<file path="config.mk">
export PLATFORM = sky130hd
export DESIGN_NAME = operand2_fetch
export DESIGN_NICKNAME = d
export VERILOG_FILES = /design/src/rtl/op2_pkg.sv /design/src/rtl/op2_decode.sv /design/src/rtl/operand2_fetch.sv
export SDC_FILE = /design/constraint.sdc
export NUM_CORES = 1
export LEC_CHECK = 0
export ABC_AREA = 1
export BUFFER_PORTS_ARGS = -buffer_cell sky130_fd_sc_hd__buf_2
export CORE_UTILIZATION = 51
export DETAILED_ROUTE_END_ITERATION = 6
export PLACE_DENSITY = 0.92
export SLEW_MARGIN = 5
export SYNTH_ARGS = -nofsm -noshare
export SYNTH_HDL_FRONTEND = slang
export SYNTH_HIERARCHICAL = 1
export SYNTH_SLANG_ARGS = --single-unit
</file>
<file path="constraint.sdc">
create_clock -name clk -period 3.6 [get_ports clk]
set_clock_uncertainty 0.15 [all_clocks]
set_input_delay 0.36 -clock clk [delete_from_list [all_inputs] [get_ports clk]]
set_output_delay 0.36 -clock clk [all_outputs]
set_load 0.1 [all_outputs]
</file>
<file path="src/rtl/op2_pkg.sv">
// op2_pkg: shared types and constants for the operand-2 fetch block.
// Optional feature macro: OP2_REG_SHIFT_EN (register-register shift form).
package op2_pkg;

    // Fetch sequencer states; RD_RS exists only when shift-by-register is built.
    typedef enum logic [2:0] {
        IDLE,
`ifdef OP2_REG_SHIFT_EN
        RD_RS,
`endif
        RD_RM,
        CAP,
        ISSUE
    } op2_state_e;

    // Operand-2 encoding classes.
    typedef enum logic [1:0] {
        FORM_IMM,
        FORM_REG_IMM,
        FORM_REG_REG,
        FORM_UNDEF
    } op2_form_e;

    // Shift-type encodings.
    localparam logic [1:0] SHIFT_LSL = 2'b00;
    localparam logic [1:0] SHIFT_LSR = 2'b01;
    localparam logic [1:0] SHIFT_ASR = 2'b10;
    localparam logic [1:0] SHIFT_ROR = 2'b11;

endpackage

</file>
<file path="src/rtl/op2_decode.sv">
// op2_decode: purely combinational classification of a data-processing
// instruction word into its operand-2 form and fields.
// Optional feature macro: OP2_REG_SHIFT_EN (without it, shift-by-register
// encodings are classified as undefined).
module op2_decode
    import op2_pkg::*;
(
    input  logic [31:0] ir_i,
    output op2_form_e   form_o,
    output logic [3:0]  rm_o,
    output logic [3:0]  rs_o,
    output logic [1:0]  shType_o,
    output logic [7:0]  imm8_o,
    output logic [4:0]  shImm_o
);

    logic unusedBits;

    assign rm_o       = ir_i[3:0];
    assign rs_o       = ir_i[11:8];
    assign shType_o   = ir_i[6:5];
    assign imm8_o     = ir_i[7:0];
    assign shImm_o    = ir_i[11:7];
    assign unusedBits = ^{ir_i[31:26], ir_i[24:12]};

    // Classify the encoding: immediate, shift-by-immediate, shift-by-register or undefined.
    always_comb begin
        form_o = FORM_UNDEF;
        if (ir_i[25]) begin
            form_o = FORM_IMM;
        end else if (!ir_i[4]) begin
            form_o = FORM_REG_IMM;
        end
`ifdef OP2_REG_SHIFT_EN
        else if (!ir_i[7]) begin
            form_o = FORM_REG_REG;
        end
`endif
    end

endmodule

</file>
<file path="src/rtl/operand2_fetch.sv">
// operand2_fetch: sequences the register-file reads needed by operand 2 and
// presents value/amount/type to the barrel shifter over a valid/ready link.
// Optional feature macro: OP2_REG_SHIFT_EN (shift-by-register support).
module operand2_fetch
    import op2_pkg::*;
#(
    parameter int RF_AW = 4
)
(
    input  logic             clk,
    input  logic             reset,
    input  logic             start,
    input  logic [31:0]      ir,
    output logic             busy,
    output logic             rf_rd_en,
    output logic [RF_AW-1:0] rf_addr,
    input  logic [31:0]      rf_data,
    output logic [31:0]      sh_operand,
    output logic [4:0]       sh_amount,
    output logic [1:0]       sh_type,
    output logic             sh_rrx,
    output logic             sh_big,
    output logic             sh_valid,
    input  logic             sh_ready,
    output logic             undef
);

    op2_state_e  state_q, state_d;
    op2_form_e   decForm;
    logic [3:0]  decRm, decRs;
    logic [1:0]  decType;
    logic [7:0]  decImm8;
    logic [4:0]  decShImm;
    logic        accept;

    logic [3:0]  rmAddr_q;
    logic [31:0] operand_q;
    logic [4:0]  amount_q;
    logic [1:0]  type_q;
    logic        rrx_q, big_q, undef_q;

`ifdef OP2_REG_SHIFT_EN
    logic [3:0]  rsAddr_q;
    logic        regReg_q;
`else
    logic        unusedRs;
    assign unusedRs = ^decRs;
`endif

    op2_decode u_decode (
        .ir_i     (ir),
        .form_o   (decForm),
        .rm_o     (decRm),
        .rs_o     (decRs),
        .shType_o (decType),
        .imm8_o   (decImm8),
        .shImm_o  (decShImm)
    );

    assign accept     = (state_q == IDLE) && start;
    assign busy       = (state_q != IDLE);
    assign sh_valid   = (state_q == ISSUE);
    assign sh_operand = operand_q;
    assign sh_amount  = amount_q;
    assign sh_type    = type_q;
    assign sh_rrx     = rrx_q;
    assign sh_big     = big_q;
    assign undef      = undef_q;

    // State register; reset abandons any instruction in flight.
    always_ff @(posedge clk) begin
        if (reset) begin
            state_q <= IDLE;
        end else begin
            state_q <= state_d;
        end
    end

    // Next-state: pick the read sequence from the decoded form, then walk it to ISSUE.
    always_comb begin
        state_d = state_q;
        case (state_q)
            IDLE: begin
                if (start) begin
                    case (decForm)
                        FORM_IMM:     state_d = ISSUE;
                        FORM_REG_IMM: state_d = RD_RM;
`ifdef OP2_REG_SHIFT_EN
                        FORM_REG_REG: state_d = RD_RS;
`endif
                        default:      state_d = IDLE;
                    endcase
                end
            end
`ifdef OP2_REG_SHIFT_EN
            RD_RS:   state_d = RD_RM;
`endif
            RD_RM:   state_d = CAP;
            CAP:     state_d = ISSUE;
            ISSUE:   if (sh_ready) state_d = IDLE;
            default: state_d = IDLE;
        endcase
    end

    // Register-file read strobe and address driven from the current read state.
    always_comb begin
        rf_rd_en = 1'b0;
        rf_addr  = '0;
        case (state_q)
`ifdef OP2_REG_SHIFT_EN
            RD_RS: begin
                rf_rd_en = 1'b1;
                rf_addr  = RF_AW'(rsAddr_q);
            end
`endif
            RD_RM: begin
                rf_rd_en = 1'b1;
                rf_addr  = RF_AW'(rmAddr_q);
            end
            default: ;
        endcase
    end

    // Shifter-side registers: loaded at accept and by the read captures, frozen through ISSUE.
    always_ff @(posedge clk) begin
        if (reset) begin
            rmAddr_q  <= '0;
            operand_q <= '0;
            amount_q  <= '0;
            type_q    <= '0;
            rrx_q     <= 1'b0;
            big_q     <= 1'b0;
            undef_q   <= 1'b0;
`ifdef OP2_REG_SHIFT_EN
            rsAddr_q  <= '0;
            regReg_q  <= 1'b0;
`endif
        end else begin
            undef_q <= 1'b0;
            if (accept) begin
`ifdef OP2_REG_SHIFT_EN
                regReg_q <= (decForm == FORM_REG_REG);
`endif
                case (decForm)
                    FORM_IMM: begin
                        operand_q <= {24'b0, decImm8};
                        amount_q  <= {decRs, 1'b0};
                        type_q    <= SHIFT_ROR;
                        rrx_q     <= 1'b0;
                        big_q     <= 1'b0;
                    end
                    FORM_REG_IMM: begin
                        rmAddr_q <= decRm;
                        amount_q <= decShImm;
                        type_q   <= decType;
                        rrx_q    <= (decShImm == 5'd0) && (decType == SHIFT_ROR);
                        big_q    <= (decShImm == 5'd0) &&
                                    ((decType == SHIFT_LSR) || (decType == SHIFT_ASR));
                    end
`ifdef OP2_REG_SHIFT_EN
                    FORM_REG_REG: begin
                        rmAddr_q <= decRm;
                        rsAddr_q <= decRs;
                        amount_q <= 5'd0;
                        type_q   <= decType;
                        rrx_q    <= 1'b0;
                        big_q    <= 1'b0;
                    end
`endif
                    default: undef_q <= 1'b1;
                endcase
            end
`ifdef OP2_REG_SHIFT_EN
            if ((state_q == RD_RM) && regReg_q) begin
                amount_q <= rf_data[4:0];
                big_q    <= (rf_data[7:5] != 3'd0);
            end
`endif
            if (state_q == CAP) begin
                operand_q <= rf_data;
            end
        end
    end

endmodule

</file>
==> run summary, run 1 <==
======================================================================================
Status                                                                       completed
Initial detailed-routing violation count                                            54
Post-Place Setup Slack                                                         1600 ps
Top library cells by usage in the layout, fill and taps aside             97 x sky130_fd_sc_hd__buf_2, 66 x sky130_fd_sc_hd__nand2_1, 48 x sky130_fd_sc_hd__dfxtp_1, 43 x sky130_fd_sc_hd__nor2_1, 24 x sky130_fd_sc_hd__o21ai_0
Setup repair after global routing missed its margin                              false
Total leakage power                                                            1.40 nW
Total met3 wirelength after detailed routing                                    242 um
Transition at the pin with the smallest max-transition slack                    609 ps
Pin count of the biggest net entering global routing                                34
Per-cell via count in the routed design                                           4.87
Async set-or-reset flop fraction in the synthesized netlist                          0
Crit Reg-Reg Startpoint                                                     state_q[0]
Antenna Diode Count                                                                  0
Sequential fraction of the synthesis area                                        0.376
Overall die area                                                          0.00530 mm^2
Max Root-Sink Buffers                                                                2
DRC violation count after routing                                                    0
Final worst path period share                                                    0.581
Overall global routing resource usage                                            0.200
Kind of capture point of the worst setup path                              output port
Largest area contributor in the netlist                                   sky130_fd_sc_hd__dfxtp_1
Filler Cells Inserted                                                              443
Cell count of the worst reg-to-reg path                                              7
Max FO, Critical Path                                                                5
Final setup violation count                                                          0
Top area cells in the synthesized netlist                                 sky130_fd_sc_hd__dfxtp_1 38%, sky130_fd_sc_hd__nand2_1 9.7%, sky130_fd_sc_hd__nand3_2 7.8%
Area grow syn2layout                                                             14.3%
Arrival time at the worst endpoint                                             1580 ps
Initial cell density of the core                                                 0.534
Final Wtd Congestion                                                             0.815
Slew Limit Headroom                                                              0.594
Proportion of netlist area held by the largest area contributor                  0.376
Setup crit start kind                                                         register
Layout net count                                                                   458
Min cycle time layout                                                          2090 ps
Sink Count                                                                          48
Minimum setup slack among reg-to-reg paths                                     1610 ps
FF/Latch Area                                                                 961 um^2
Area of the placeable core                                                0.00479 mm^2
Buffers on Ports                                                                    97
Average wire per standard cell                                                 11.9 um
Synthesized area divided by synthesized cell count                           8.07 um^2
First drt pass iteration count                                                       4
Critical path required time                                                    3090 ps
Total wire length                                                              5400 um
Global route total overflow                                                          0
Number of buffers created by CTS                                                     5
Most common cell after layout, fill and taps aside                        sky130_fd_sc_hd__buf_2
Number of nets with antenna violations after routing                                 0
Net count after synthesis                                                          391
CP Capture Point                                                            rf_addr[2]
Register bit count reported by yosys                                                48
Die extent in y                                                                72.8 um
Antenna violations before repair                                                     0
Number of pins exceeding their max-slew limit in the final report                    0
Setup tns final                                                                   0 ps
Number of maximum-capacitance violations                                             0
Uppermost routed layer                                                            met4
Die span in x                                                                  72.8 um
Multi-input combinational cell area                                       0.00119 mm^2
Clock latency on the worst-skew pair                                            280 ps
Type of the worst setup path                                              register to output port
Number of distinct standard cells referenced by the synthesized netlist             27
I/O pin count                                                                      117
Capturing point of the worst reg2reg path                                 sh_operand[4]
Length of routed met2 wiring                                                   2680 um
Number of gates resized after cts                                                    0
Top_reg_cell synth                                                        sky130_fd_sc_hd__dfxtp_1
Number of global-route vias before repair                                         1939
Clock-pin slew on the worst setup and hold paths                                 90 ps
Beginning of the critical path                                              state_q[1]
Placed wire-length estimate                                                    3970 um
Final setup slack of the worst path                                            1510 ps
Upper clock frequency limit                                                  0.478 GHz
Synthesis Warnings                                                                   6
HP Class                                                                  input port to register
Post-CTS repair timing setup buffer count                                            0
CTS Root Buffer Type                                                      sky130_fd_sc_hd__clkbuf_8
Count of endpoints failing hold in the final timing report                           0
Via count                                                                         2202
Gate Count Post-Synth                                                              317
TritonCTS clock tree                                                              done
H-Tree Level Count                                                                   2
Number of cell rows                                                                 25
First-pass GRT wire length                                                     8320 um
Power density cells                                                        944 mW/mm^2
Area of the mapped netlist                                                0.00256 mm^2
Number of flops mapped to enable cells by yosys                                      0
Share of layout cells above drive strength 1                                     0.416
Worst IR Drop VDD                                                             0.829 mV
Metal-1 WL                                                                     2410 um
Post-CTS Hold Buffers                                                                0
======================================================================================
==> per-layer routing <==
layer / up-vias / track usage
met5: - / 0
li1: 1117 / -
met4: 0 / 0.0675
met2: 60 / 0.361
met3: 4 / 0.0373
met1: 1021 / 0.237
==> cell type report <==
class / count / area share
Multi-Input combinational cell: 207 / 0.406
Sequential cell: 48 / 0.329
Inverter: 23 / 0.0325
Tap cell: 67 / 0.0287
Clock inverter: 2 / 0.00513
Timing Repair Buffer: 99 / 0.171
Clock buffer: 6 / 0.0282
==> where the power goes <==
| part | total (mW) | switching [mW] | internal [mW] |
|---|---|---|---|
| logic | 1.69 | 1.41 | 0.283 |
| clock network | 0.333 | 0.177 | 0.156 |
| registers | 0.738 | 0.0755 | 0.663 |
| total | 2.76 | 1.66 | 1.10 |
==> cells in the mapped netlist (2+ instances only) <==
cell,count
sky130_fd_sc_hd__buf_4,24
sky130_fd_sc_hd__inv_4,3
sky130_fd_sc_hd__a21oi_1,11
sky130_fd_sc_hd__buf_6,2
sky130_fd_sc_hd__nand2_8,2
sky130_fd_sc_hd__buf_12,2
sky130_fd_sc_hd__dfxtp_1,48
sky130_fd_sc_hd__nor2_1,43
sky130_fd_sc_hd__buf_2,7
sky130_fd_sc_hd__nor2_4,2
sky130_fd_sc_hd__inv_1,18
sky130_fd_sc_hd__o21ai_0,24
sky130_fd_sc_hd__nand3_1,7
sky130_fd_sc_hd__buf_8,2
sky130_fd_sc_hd__nand2_1,66
sky130_fd_sc_hd__ha_1,6
sky130_fd_sc_hd__buf_1,2
sky130_fd_sc_hd__nand3_2,20
sky130_fd_sc_hd__a21oi_2,20
==> stage by stage <==
step	utilization	power, mW	hold WS, ps	cell area, um^2	instances
floorplan	-	2.26	303	2560	317
global placement	0.591	2.41	307	2830	444
detailed placement	0.591	2.44	315	2830	444
CTS	0.611	2.78	157	2920	452
global route	0.611	2.89	162	2920	452
finish	0.611	2.76	163	2920	452
==> worst min-delay path by stage <==
| stage | endpoint | start | depth (start not counted) | slack (ps) |
|---|---|---|---|---|
| 2_1_floorplan | rmAddr_q[0] | rmAddr_q[0] | 2 | 300 |
| 3_3_place_gp | sh_operand[18] | sh_operand[18] | 2 | 310 |
| 3_5_place_dp | sh_operand[14] | sh_operand[14] | 2 | 310 |
| 4_1_cts | sh_operand[8] | rf_data[8] | 3 | 160 |
| 5_1_grt | sh_operand[20] | rf_data[20] | 3 | 160 |
| 6_report | sh_operand[21] | rf_data[21] | 3 | 160 |
==> cell families after synthesis <==
kind of cell,count (synthesis),synth area share
AOI/OAI and AO/OA,56,0.139
adders and majority gates,6,0.0294
buffers and inverters,62,0.160
DFF,48,0.376
and+or+nand+nor,145,0.295
==> flip-flops by register name (all words and copies together) (netlist names) <==
signal / cells
sh_operand: 32
sh_rrx: 1
sh_amount: 5
rmAddr_q: 4
sh_big: 1
undef: 1
sh_type: 2
state_q: 2
==> critical path, stage by stage (launching register included) <==
cell,delay (ps)
sky130_fd_sc_hd__dfxtp_1,350
sky130_fd_sc_hd__inv_1,140
sky130_fd_sc_hd__ha_1,260
sky130_fd_sc_hd__nand2_1,80
sky130_fd_sc_hd__inv_1,50
sky130_fd_sc_hd__buf_2,410
Power figures use the tool's default switching activity.
==> inputs of run 2 (changes only) <==
--- a/config.mk
+++ b/config.mk
@@ -5,11 +5,11 @@
 export SDC_FILE = /design/constraint.sdc
 export NUM_CORES = 1
 export LEC_CHECK = 0
-export ABC_AREA = 1
+export ABC_AREA = 0
 export BUFFER_PORTS_ARGS = -buffer_cell sky130_fd_sc_hd__buf_2
-export CORE_UTILIZATION = 51
+export CORE_UTILIZATION = 40
 export DETAILED_ROUTE_END_ITERATION = 6
-export PLACE_DENSITY = 0.92
+export PLACE_DENSITY = 0.82
 export SLEW_MARGIN = 5
 export SYNTH_ARGS = -nofsm -noshare
 export SYNTH_HDL_FRONTEND = slang
==> constraint.sdc (replaced) <==
create_clock -name clk -period 1.83 [get_ports clk]
set_clock_uncertainty 0.15 [all_clocks]
set_input_delay 0.183 -clock clk [delete_from_list [all_inputs] [get_ports clk]]
set_output_delay 0.183 -clock clk [all_outputs]
set_load 0.1 [all_outputs]
==> run 2 against run 1 <==
Compared with the run above:
- via count down 13%
- setup slack worse by 1400 ps
- total power up 80%
- die area up 7.6%
- worst hold slack worse by 140 ps
- synthesized cell count down 34%
==> run summary, run 2 <==
======================================================================================
Status                                                                       completed   unchanged
Buffers on Ports                                                                    97   unchanged
Part of the total power dissipated in sequential elements                        0.275   was 0.267
Initial cell density of the core                                                 0.418   was 0.534
Top_reg_cell synth                                                        sky130_fd_sc_hd__dfxtp_1   unchanged
Power density cells                                                       1620 mW/mm^2   was 944 mW/mm^2
Register bit count reported by yosys                                                48   unchanged
Number of buffers created by CTS                                                     5   unchanged
First-pass GRT wire length                                                     7990 um   was 8320 um
Synthesis Warnings                                                                   6   unchanged
Overall die area                                                          0.00571 mm^2   was 0.00530 mm^2
Most repeated cell in the gate-level netlist after synthesis              sky130_fd_sc_hd__dfxtp_1   was sky130_fd_sc_hd__nand2_1
Post-route core utilization                                                      0.593   was 0.611
Placed wire-length estimate                                                    3680 um   was 3970 um
Sink Count                                                                          48   unchanged
Non-Filler Instances                                                               384   was 452
Max Root-Sink Buffers                                                                2   unchanged
Area grow syn2layout                                                             41.8%   was 14.3%
FF/Latch Area                                                                 962 um^2   was 961 um^2
Number of maximum-capacitance violations                                             0   unchanged
Share of power burned in combinational logic                                     0.591   was 0.612
Power share of the clock group                                                   0.134   was 0.121
Min cycle time layout                                                          1740 ps
Kind of capture point of the worst setup path                                 register   was output port
Arrival time at the worst endpoint                                             1840 ps   was 1580 ps
Gate Count Post-Synth                                                              210   was 317
Number of nets with antenna violations after routing                                 0   unchanged
Filler Cells Inserted                                                              445   was 443
Count of endpoints failing hold in the final timing report                           0   unchanged
I/O pin count                                                                      117   unchanged
Transition at the pin with the smallest max-transition slack                    507 ps   was 609 ps
Die extent in y                                                                75.5 um   was 72.8 um
Upper clock frequency limit                                                  0.575 GHz
Total wire length                                                              5630 um   was 5400 um
Final Wtd Congestion                                                             0.841   was 0.815
CTS Root Buffer Type                                                      sky130_fd_sc_hd__clkbuf_8   unchanged
HP Class                                                                  input port to register   unchanged
Setup crit start kind                                                         register   unchanged
Global route total overflow                                                          0   unchanged
Initial detailed-routing violation count                                            43   was 54
TritonCTS clock tree                                                              done   unchanged
Net Sw Power                                                                   2.68 mW   was 1.66 mW
Area of the placeable core                                                0.00517 mm^2   was 0.00479 mm^2
Critical path required time                                                    1930 ps   was 3090 ps
Number of pins exceeding their max-slew limit in the final report                    0   unchanged
Average wire per standard cell                                                 14.7 um   was 11.9 um
Worst IR Drop VDD                                                             0.935 mV   was 0.829 mV
Most common cell after layout, fill and taps aside                        sky130_fd_sc_hd__buf_2   unchanged
Net count after synthesis                                                          284   was 391
Overall global routing resource usage                                            0.191   was 0.200
Synthesized area divided by synthesized cell count                           10.3 um^2   was 8.07 um^2
Share of layout cells above drive strength 1                                     0.433   was 0.416
Min Hold Slack                                                                 26.7 ps   was 163 ps
Via count                                                                         1907   was 2202
Flip-flop count of the largest register after layout                                32   unchanged
Layout net count                                                                   387   was 458
Antenna violations before repair                                                     0   unchanged
Post-route design area                                                    0.00307 mm^2   was 0.00292 mm^2
Clock latency on the worst-skew pair                                            300 ps   was 280 ps
Die span in x                                                                  75.5 um   was 72.8 um
Number of cell rows                                                                 26   was 25
Cell count after placement                                                         346   was 444
Final setup violation count                                                          0   unchanged
Setup repair after global routing missed its margin                              false   unchanged
Sequential fraction of the synthesis area                                        0.444   was 0.376
Async set-or-reset flop fraction in the synthesized netlist                          0   unchanged
Top library cells by usage in the layout, fill and taps aside             92 x sky130_fd_sc_hd__buf_2, 47 x sky130_fd_sc_hd__dfxtp_1, 28 x sky130_fd_sc_hd__dlygate4sd3_1, 24 x sky130_fd_sc_hd__a22o_1, 12 x sky130_fd_sc_hd__mux2i_1   was 97 x sky130_fd_sc_hd__buf_2, 66 x sky130_fd_sc_hd__nand2_1, 48 x sky130_fd_sc_hd__dfxtp_1, 43 x sky130_fd_sc_hd__nor2_1, 24 x sky130_fd_sc_hd__o21ai_0
Multi-input combinational cell area                                           960 um^2   was 0.00119 mm^2
Max FO, Critical Path                                                               24   was 5
Area of the mapped netlist                                                0.00216 mm^2   was 0.00256 mm^2
Fraction of power spent switching nets                                           0.540   was 0.601
Largest area contributor in the netlist                                   sky130_fd_sc_hd__dfxtp_1   unchanged
Final worst path period share                                                    0.951
Total leakage power                                                            1.39 nW   was 1.40 nW
Number of global-route vias before repair                                         1732   was 1939
H-Tree Level Count                                                                   2   unchanged
Top area cells in the synthesized netlist                                 sky130_fd_sc_hd__dfxtp_1 44%, sky130_fd_sc_hd__a22o_1 9.7%, sky130_fd_sc_hd__buf_4 8.3%   was sky130_fd_sc_hd__dfxtp_1 38%, sky130_fd_sc_hd__nand2_1 9.7%, sky130_fd_sc_hd__nand3_2 7.8%
Clock-pin slew on the worst setup and hold paths                                 90 ps   about the same
Antenna Diode Count                                                                  0   unchanged
Internal power summed over all cells                                           2.29 mW   was 1.10 mW
Number of flops mapped to enable cells by yosys                                      0   unchanged
Cell types with the highest counts after synthesis                        48 x sky130_fd_sc_hd__dfxtp_1, 24 x sky130_fd_sc_hd__a22o_1, 24 x sky130_fd_sc_hd__buf_4, 12 x sky130_fd_sc_hd__mux2i_1   was 66 x sky130_fd_sc_hd__nand2_1, 48 x sky130_fd_sc_hd__dfxtp_1, 43 x sky130_fd_sc_hd__nor2_1, 24 x sky130_fd_sc_hd__buf_4, 24 x sky130_fd_sc_hd__o21ai_0
Placed Area                                                               0.00263 mm^2   was 0.00283 mm^2
First drt pass iteration count                                                       4   unchanged
Per-cell via count in the routed design                                           4.97   was 4.87
DRC violation count after routing                                                    0   unchanged
Number of distinct standard cells referenced by the synthesized netlist             33   was 27
Slew Limit Headroom                                                              0.661   was 0.594
Type of the worst setup path                                              register to register   was register to output port
Proportion of netlist area held by the largest area contributor                  0.444   was 0.376
Pin count of the biggest net entering global routing                                26   was 34
======================================================================================
## run 2: changes by cell type after synthesis, sizes merged, moves of 12 or more
cell    change
nand2      -60
a22o       +24
inv        -17
a211oi     +12
nand3      -27
o21ai      -24
mux2i      +12
a21oi      -23
nor2       -40
## run 2: layer usage
layer	global-route usage	part of all wire	vias up
met5	0	0	-
met4	0.105	0.042	0
met3	0.0503	0.050	21
met2	0.321	0.50	71
met1	0.223	0.41	882
li1	-	-	933
## run 2: cells by family after synthesis
group,count (synthesis),synth area share
buffers and inverters,44,0.132
AOI/OAI and AO/OA,50,0.195
muxes,12,0.0555
and+or+nand+nor,50,0.138
DFF,48,0.444
adders and majority gates,6,0.0347
## run 2: repair_timing
action,in CTS,in global routing
gates resized for setup,5,6
hold buffers,28,0
gates cloned,1,0
setup endpoints to repair,32,26
buffers inserted,1,0
pin swaps,1,2
hold endpoints to repair,28,0
## run 2: through the flow
| stage | setup WS [ps] | TNS, ps | power, mW |
|---|---|---|---|
| CTS | 7.41 | 0 | 4.94 |
| finish | 90.3 | 0 | 4.96 |
| global placement | -117 | -2660 | 4.12 |
| floorplan | -30.6 | -122 | 3.73 |
| global route | 7.90 | 0 | 5.17 |
| detailed placement | -183 | -4040 | 4.16 |
## run 2: worst max-delay path, stage by stage, from the launching register on
cell	delay [ps]
sky130_fd_sc_hd__dfxtp_1	340
sky130_fd_sc_hd__buf_4	150
sky130_fd_sc_hd__ha_2	270
sky130_fd_sc_hd__buf_6	230
sky130_fd_sc_hd__nor2b_2	230
sky130_fd_sc_hd__buf_12	180
sky130_fd_sc_hd__a22o_1	150
## run 2: power by group through the flow
stage / clock network (mW) / registers, mW / logic [mW]
floorplan: 0 / 2.74 / 0.990
global placement: 0 / 1.37 / 2.75
detailed placement: 0 / 1.38 / 2.78
CTS: 0.683 / 1.36 / 2.90
global route: 0.728 / 1.39 / 3.06
finish: 0.665 / 1.37 / 2.93
## run 2: path summary, 6_finish.rpt
| kind | from | endpoint | slack [ps] | depth (start not counted) |
|---|---|---|---|---|
| worst min register to register | rmAddr_q[3] | rmAddr_q[3] | 300 | 2 |
| worst max register to register | state_q[1] | sh_operand[26] | 90 | 6 |
| worst min-delay path | ir[6] | sh_type[1] | 30 | 3 |
| worst max-delay path | state_q[1] | sh_operand[26] | 90 | 6 |
## run 2: final cells by class
type	count	area share
Timing Repair Buffer	134	0.307
Tap cell	70	0.0286
Clock buffer	6	0.0269
Clock inverter	2	0.00490
Sequential cell	48	0.314
Inverter	5	0.00612
Multi-Input combinational cell	119	0.313
==> inputs of run 3 (changes only) <==
--- a/config.mk
+++ b/config.mk
@@ -7,11 +7,10 @@
 export LEC_CHECK = 0
 export ABC_AREA = 0
 export BUFFER_PORTS_ARGS = -buffer_cell sky130_fd_sc_hd__buf_2
-export CORE_UTILIZATION = 40
+export CORE_UTILIZATION = 39
 export DETAILED_ROUTE_END_ITERATION = 6
 export PLACE_DENSITY = 0.82
 export SLEW_MARGIN = 5
 export SYNTH_ARGS = -nofsm -noshare
 export SYNTH_HDL_FRONTEND = slang
-export SYNTH_HIERARCHICAL = 1
 export SYNTH_SLANG_ARGS = --single-unit
==> run 3 against run 2 <==
Compared with the run above:
- routed wire length fell by 2.5%
- total power increased by 5.5%
- design area is 1.7% lower
- core utilization up 3.3 points
- critical path depth is 1 lower
- maximum frequency rose by 0.16%
- largest power group unchanged
- highest routed layer unchanged
==> run summary, run 3 <==
======================================================================================
CTS Root Buffer Type                                                      sky130_fd_sc_hd__clkbuf_8   unchanged
Max Root-Sink Buffers                                                                2   unchanged
Setup tns final                                                                   0 ps   unchanged
Count of endpoints failing hold in the final timing report                           0   unchanged
Initial detailed-routing violation count                                           127   was 43
Number of flops mapped to enable cells by yosys                                      0   unchanged
Cell at the slowest stage of the critical path                            sky130_fd_sc_hd__dfxtp_4   was sky130_fd_sc_hd__dfxtp_1
Area grow syn2layout                                                             50.9%   was 41.8%
Area of the mapped netlist                                                0.00200 mm^2   was 0.00216 mm^2
Antenna Diode Count                                                                  0   unchanged
Min cycle time layout                                                          1740 ps   about the same
Global route total overflow                                                          0   unchanged
Placed wire-length estimate                                                    3520 um   was 3680 um
Arrival time at the worst endpoint                                             1400 ps   was 1840 ps
First-pass GRT wire length                                                     8280 um   was 7990 um
Fraction of power spent switching nets                                           0.557   was 0.540
Power density cells                                                       1740 mW/mm^2   was 1620 mW/mm^2
Area of the placeable core                                                0.00482 mm^2   was 0.00517 mm^2
Per-cell via count in the routed design                                           4.94   was 4.97
DRC violation count after routing                                                    0   unchanged
Synthesized area divided by synthesized cell count                           9.79 um^2   was 10.3 um^2
Kind of capture point of the worst setup path                              output port   was register
Status                                                                       completed   unchanged
Cell count of the worst reg-to-reg path                                              6   unchanged
Internal power summed over all cells                                           2.32 mW   was 2.29 mW
Part of the total power dissipated in sequential elements                        0.264   was 0.275
Synthesis Warnings                                                                   0   was 6
Clock latency on the worst-skew pair                                            290 ps   was 300 ps
Post-Place Setup Slack                                                        -70.7 ps   was -183 ps
Via count                                                                         1958   was 1907
Cell types with the highest counts after synthesis                        48 x sky130_fd_sc_hd__dfxtp_1, 37 x sky130_fd_sc_hd__nor2_1, 24 x sky130_fd_sc_hd__a22oi_1, 12 x sky130_fd_sc_hd__mux2i_1, 11 x sky130_fd_sc_hd__a21oi_1   was 48 x sky130_fd_sc_hd__dfxtp_1, 24 x sky130_fd_sc_hd__a22o_1, 24 x sky130_fd_sc_hd__buf_4, 12 x sky130_fd_sc_hd__mux2i_1
Cell count after placement                                                         360   was 346
Critical path required time                                                    1500 ps   was 1930 ps
Async set-or-reset flop fraction in the synthesized netlist                          0   unchanged
First drt pass iteration count                                                       4   unchanged
Share of power burned in combinational logic                                     0.619   was 0.591
FF/Latch Area                                                                 965 um^2   was 962 um^2
Max FO, Critical Path                                                                5   was 24
Type of the worst setup path                                              register to output port   was register to register
Most repeated cell in the gate-level netlist after synthesis              sky130_fd_sc_hd__dfxtp_1   unchanged
Initial cell density of the core                                                 0.415   was 0.418
Antenna violations before repair                                                     0   unchanged
Number of nets with antenna violations after routing                                 0   unchanged
Total wire length                                                              5490 um   was 5630 um
Top area cells in the synthesized netlist                                 sky130_fd_sc_hd__dfxtp_1 48%, sky130_fd_sc_hd__a22oi_1 9.0%, sky130_fd_sc_hd__nor2_1 7.0%   was sky130_fd_sc_hd__dfxtp_1 44%, sky130_fd_sc_hd__a22o_1 9.7%, sky130_fd_sc_hd__buf_4 8.3%
Number of distinct standard cells referenced by the synthesized netlist             32   was 33
TritonCTS clock tree                                                              done   unchanged
Sink Count                                                                          48   unchanged
Final setup violation count                                                          0   unchanged
Proportion of netlist area held by the largest area contributor                  0.481   was 0.444
Clock-pin slew on the worst setup and hold paths                                 80 ps   was 90 ps
Min Hold Slack                                                                 7.18 ps   was 26.7 ps
Sequential fraction of the synthesis area                                        0.481   was 0.444
Net Sw Power                                                                   2.92 mW   was 2.68 mW
Flip-flop count of the largest register after layout                                32   unchanged
Share of layout cells above drive strength 1                                     0.401   was 0.433
Setup repair after global routing missed its margin                              false   unchanged
Capturing point of the worst reg2reg path                                  rmAddr_q[0]   was sh_operand[26]
Non-Filler Instances                                                               396   was 384
CP Capture Point                                                            rf_addr[1]   was sh_operand[26]
Largest area contributor in the netlist                                   sky130_fd_sc_hd__dfxtp_1   unchanged
Die span in x                                                                  73.6 um   was 75.5 um
Register bit count reported by yosys                                                48   unchanged
Minimum setup slack among reg-to-reg paths                                      150 ps   was 90 ps
Number of global-route vias before repair                                         1845   was 1732
Setup crit start kind                                                         register   unchanged
Number of maximum-capacitance violations                                             0   unchanged
Net count after synthesis                                                          279   was 284
HP Class                                                                  input port to register   unchanged
Slew Limit Headroom                                                              0.668   was 0.661
Pin count of the biggest net entering global routing                                27   was 26
Crit Reg-Reg Startpoint                                                     state_q[0]   was state_q[1]
Worst IR Drop VDD                                                             0.905 mV   was 0.935 mV
Power share of the clock group                                                   0.117   was 0.134
Number of pins exceeding their max-slew limit in the final report                    0   unchanged
Upper clock frequency limit                                                  0.576 GHz   was 0.575 GHz
Most common cell after layout, fill and taps aside                        sky130_fd_sc_hd__buf_2   unchanged
Total leakage power                                                            1.36 nW   was 1.39 nW
Number of cell rows                                                                 25   was 26
Layout net count                                                                   403   was 387
Transition at the pin with the smallest max-transition slack                    501 ps   was 507 ps
I/O pin count                                                                      117   unchanged
Average wire per standard cell                                                 13.9 um   was 14.7 um
Multi-input combinational cell area                                           983 um^2   was 960 um^2
Number of buffers created by CTS                                                     5   unchanged
Beginning of the critical path                                              state_q[1]   unchanged
Hold path start                                                                  ir[3]   was ir[6]
Die extent in y                                                                73.6 um   was 75.5 um
Crit path largest cell delay                                                    370 ps   was 340 ps
Gate Count Post-Synth                                                              204   was 210
Final setup slack of the worst path                                            93.0 ps   was 90.3 ps
Overall die area                                                          0.00541 mm^2   was 0.00571 mm^2
Placed Area                                                               0.00262 mm^2   was 0.00263 mm^2
Top library cells by usage in the layout, fill and taps aside             91 x sky130_fd_sc_hd__buf_2, 47 x sky130_fd_sc_hd__dfxtp_1, 37 x sky130_fd_sc_hd__nor2_1, 26 x sky130_fd_sc_hd__dlygate4sd3_1, 24 x sky130_fd_sc_hd__a22oi_1   was 92 x sky130_fd_sc_hd__buf_2, 47 x sky130_fd_sc_hd__dfxtp_1, 28 x sky130_fd_sc_hd__dlygate4sd3_1, 24 x sky130_fd_sc_hd__a22o_1, 12 x sky130_fd_sc_hd__mux2i_1
Buffers on Ports                                                                    97   unchanged
Post-route design area                                                    0.00301 mm^2   was 0.00307 mm^2
Final Wtd Congestion                                                             0.764   was 0.841
H-Tree Level Count                                                                   2   unchanged
Top_reg_cell synth                                                        sky130_fd_sc_hd__dfxtp_1   unchanged
Filler Cells Inserted                                                              436   was 445
Overall global routing resource usage                                            0.202   was 0.191
Final worst path period share                                                    0.949   was 0.951
Cells along the critical path                                             inv_1 > buf_4 > ha_4 > and2_2 > buf_12   was buf_4 > ha_2 > buf_6 > nor2b_2 > buf_12 > a22o_1
======================================================================================
-- run 3: cell count changes after synthesis, moves of 7 or more --
cell                      delta
sky130_fd_sc_hd__nand2_1     -7
sky130_fd_sc_hd__nor3_1      -7
sky130_fd_sc_hd__nor2_1     +30
sky130_fd_sc_hd__a22oi_1    +23
sky130_fd_sc_hd__a22o_1     -24
sky130_fd_sc_hd__buf_4      -21
-- run 3: per-layer routing --
layer / global-route usage / up-vias / routed length [um]
met2: 0.371 / 64 / 2800
met4: 0.0534 / 0 / 79
met5: 0 / - / 0
li1: - / 975 / -
met3: 0.0494 / 8 / 255
met1: 0.233 / 911 / 2350
-- run 3: worst max-delay path: cells and delay by family, from the launching register on --
family	cells	cell delay, ps
DFF	1	370
buffers and inverters	3	360
and+or+nand+nor	1	210
adders and majority gates	1	170
-- run 3: worst min path at each step --
stage	end	slack, ps	cells past startpoint
finish	rmAddr_q[3]	7	3
detailed placement	sh_operand[12]	290	3
floorplan	state_q[1]	140	1
global placement	sh_operand[13]	280	3
CTS	sh_operand[15]	3	3
global route	sh_amount[2]	1	3
-- run 3: area by class of cell --
cell class / count / area share
multi-input combinational: 139 / 0.326
inverter: 3 / 0.00374
clock inverter: 3 / 0.00623
sequential: 48 / 0.320
clock buffer: 5 / 0.0228
tap: 67 / 0.0278
timing repair buffer: 131 / 0.293
-- run 3: what timing repair did --
| item | CTS | global route |
|---|---|---|
| setup buffers | 0 | 1 |
| pin swaps | 1 | 0 |
| resized for setup | 5 | 2 |
| endpoints found under the hold margin | 26 | 0 |
| endpoints found under the setup margin | 29 | 4 |
| cloned | 1 | 0 |
| hold buffers | 26 | 0 |
-- run 3: logic make-up (layout without fill, tap and decap cells) --
group / Yosys count / count (layout) / share of synthesized area
DFF: 48 / 48 / 0.481
AOI/OAI and AO/OA: 56 / 57 / 0.206
and+or+nand+nor: 63 / 63 / 0.159
buffers and inverters: 18 / 142 / 0.0495
adders and majority gates: 7 / 7 / 0.0439
muxes: 12 / 12 / 0.0602
-- run 3: through the flow --
step           total power, mW   util
2_1_floorplan             3.95      -
3_3_place_gp              4.43  0.543
3_5_place_dp              4.48  0.543
4_1_cts                   5.23  0.622
5_1_grt                   5.48  0.626
6_report                  5.24  0.626
-- run 3: power groups by stage --
stage	registers (mW)	logic, mW	clock network (mW)
after floorplan	2.74	1.21	0
after global placement	1.39	3.04	0
after detailed placement	1.40	3.09	0
after CTS	1.38	3.22	0.639
after global routing	1.41	3.39	0.680
final	1.38	3.24	0.615
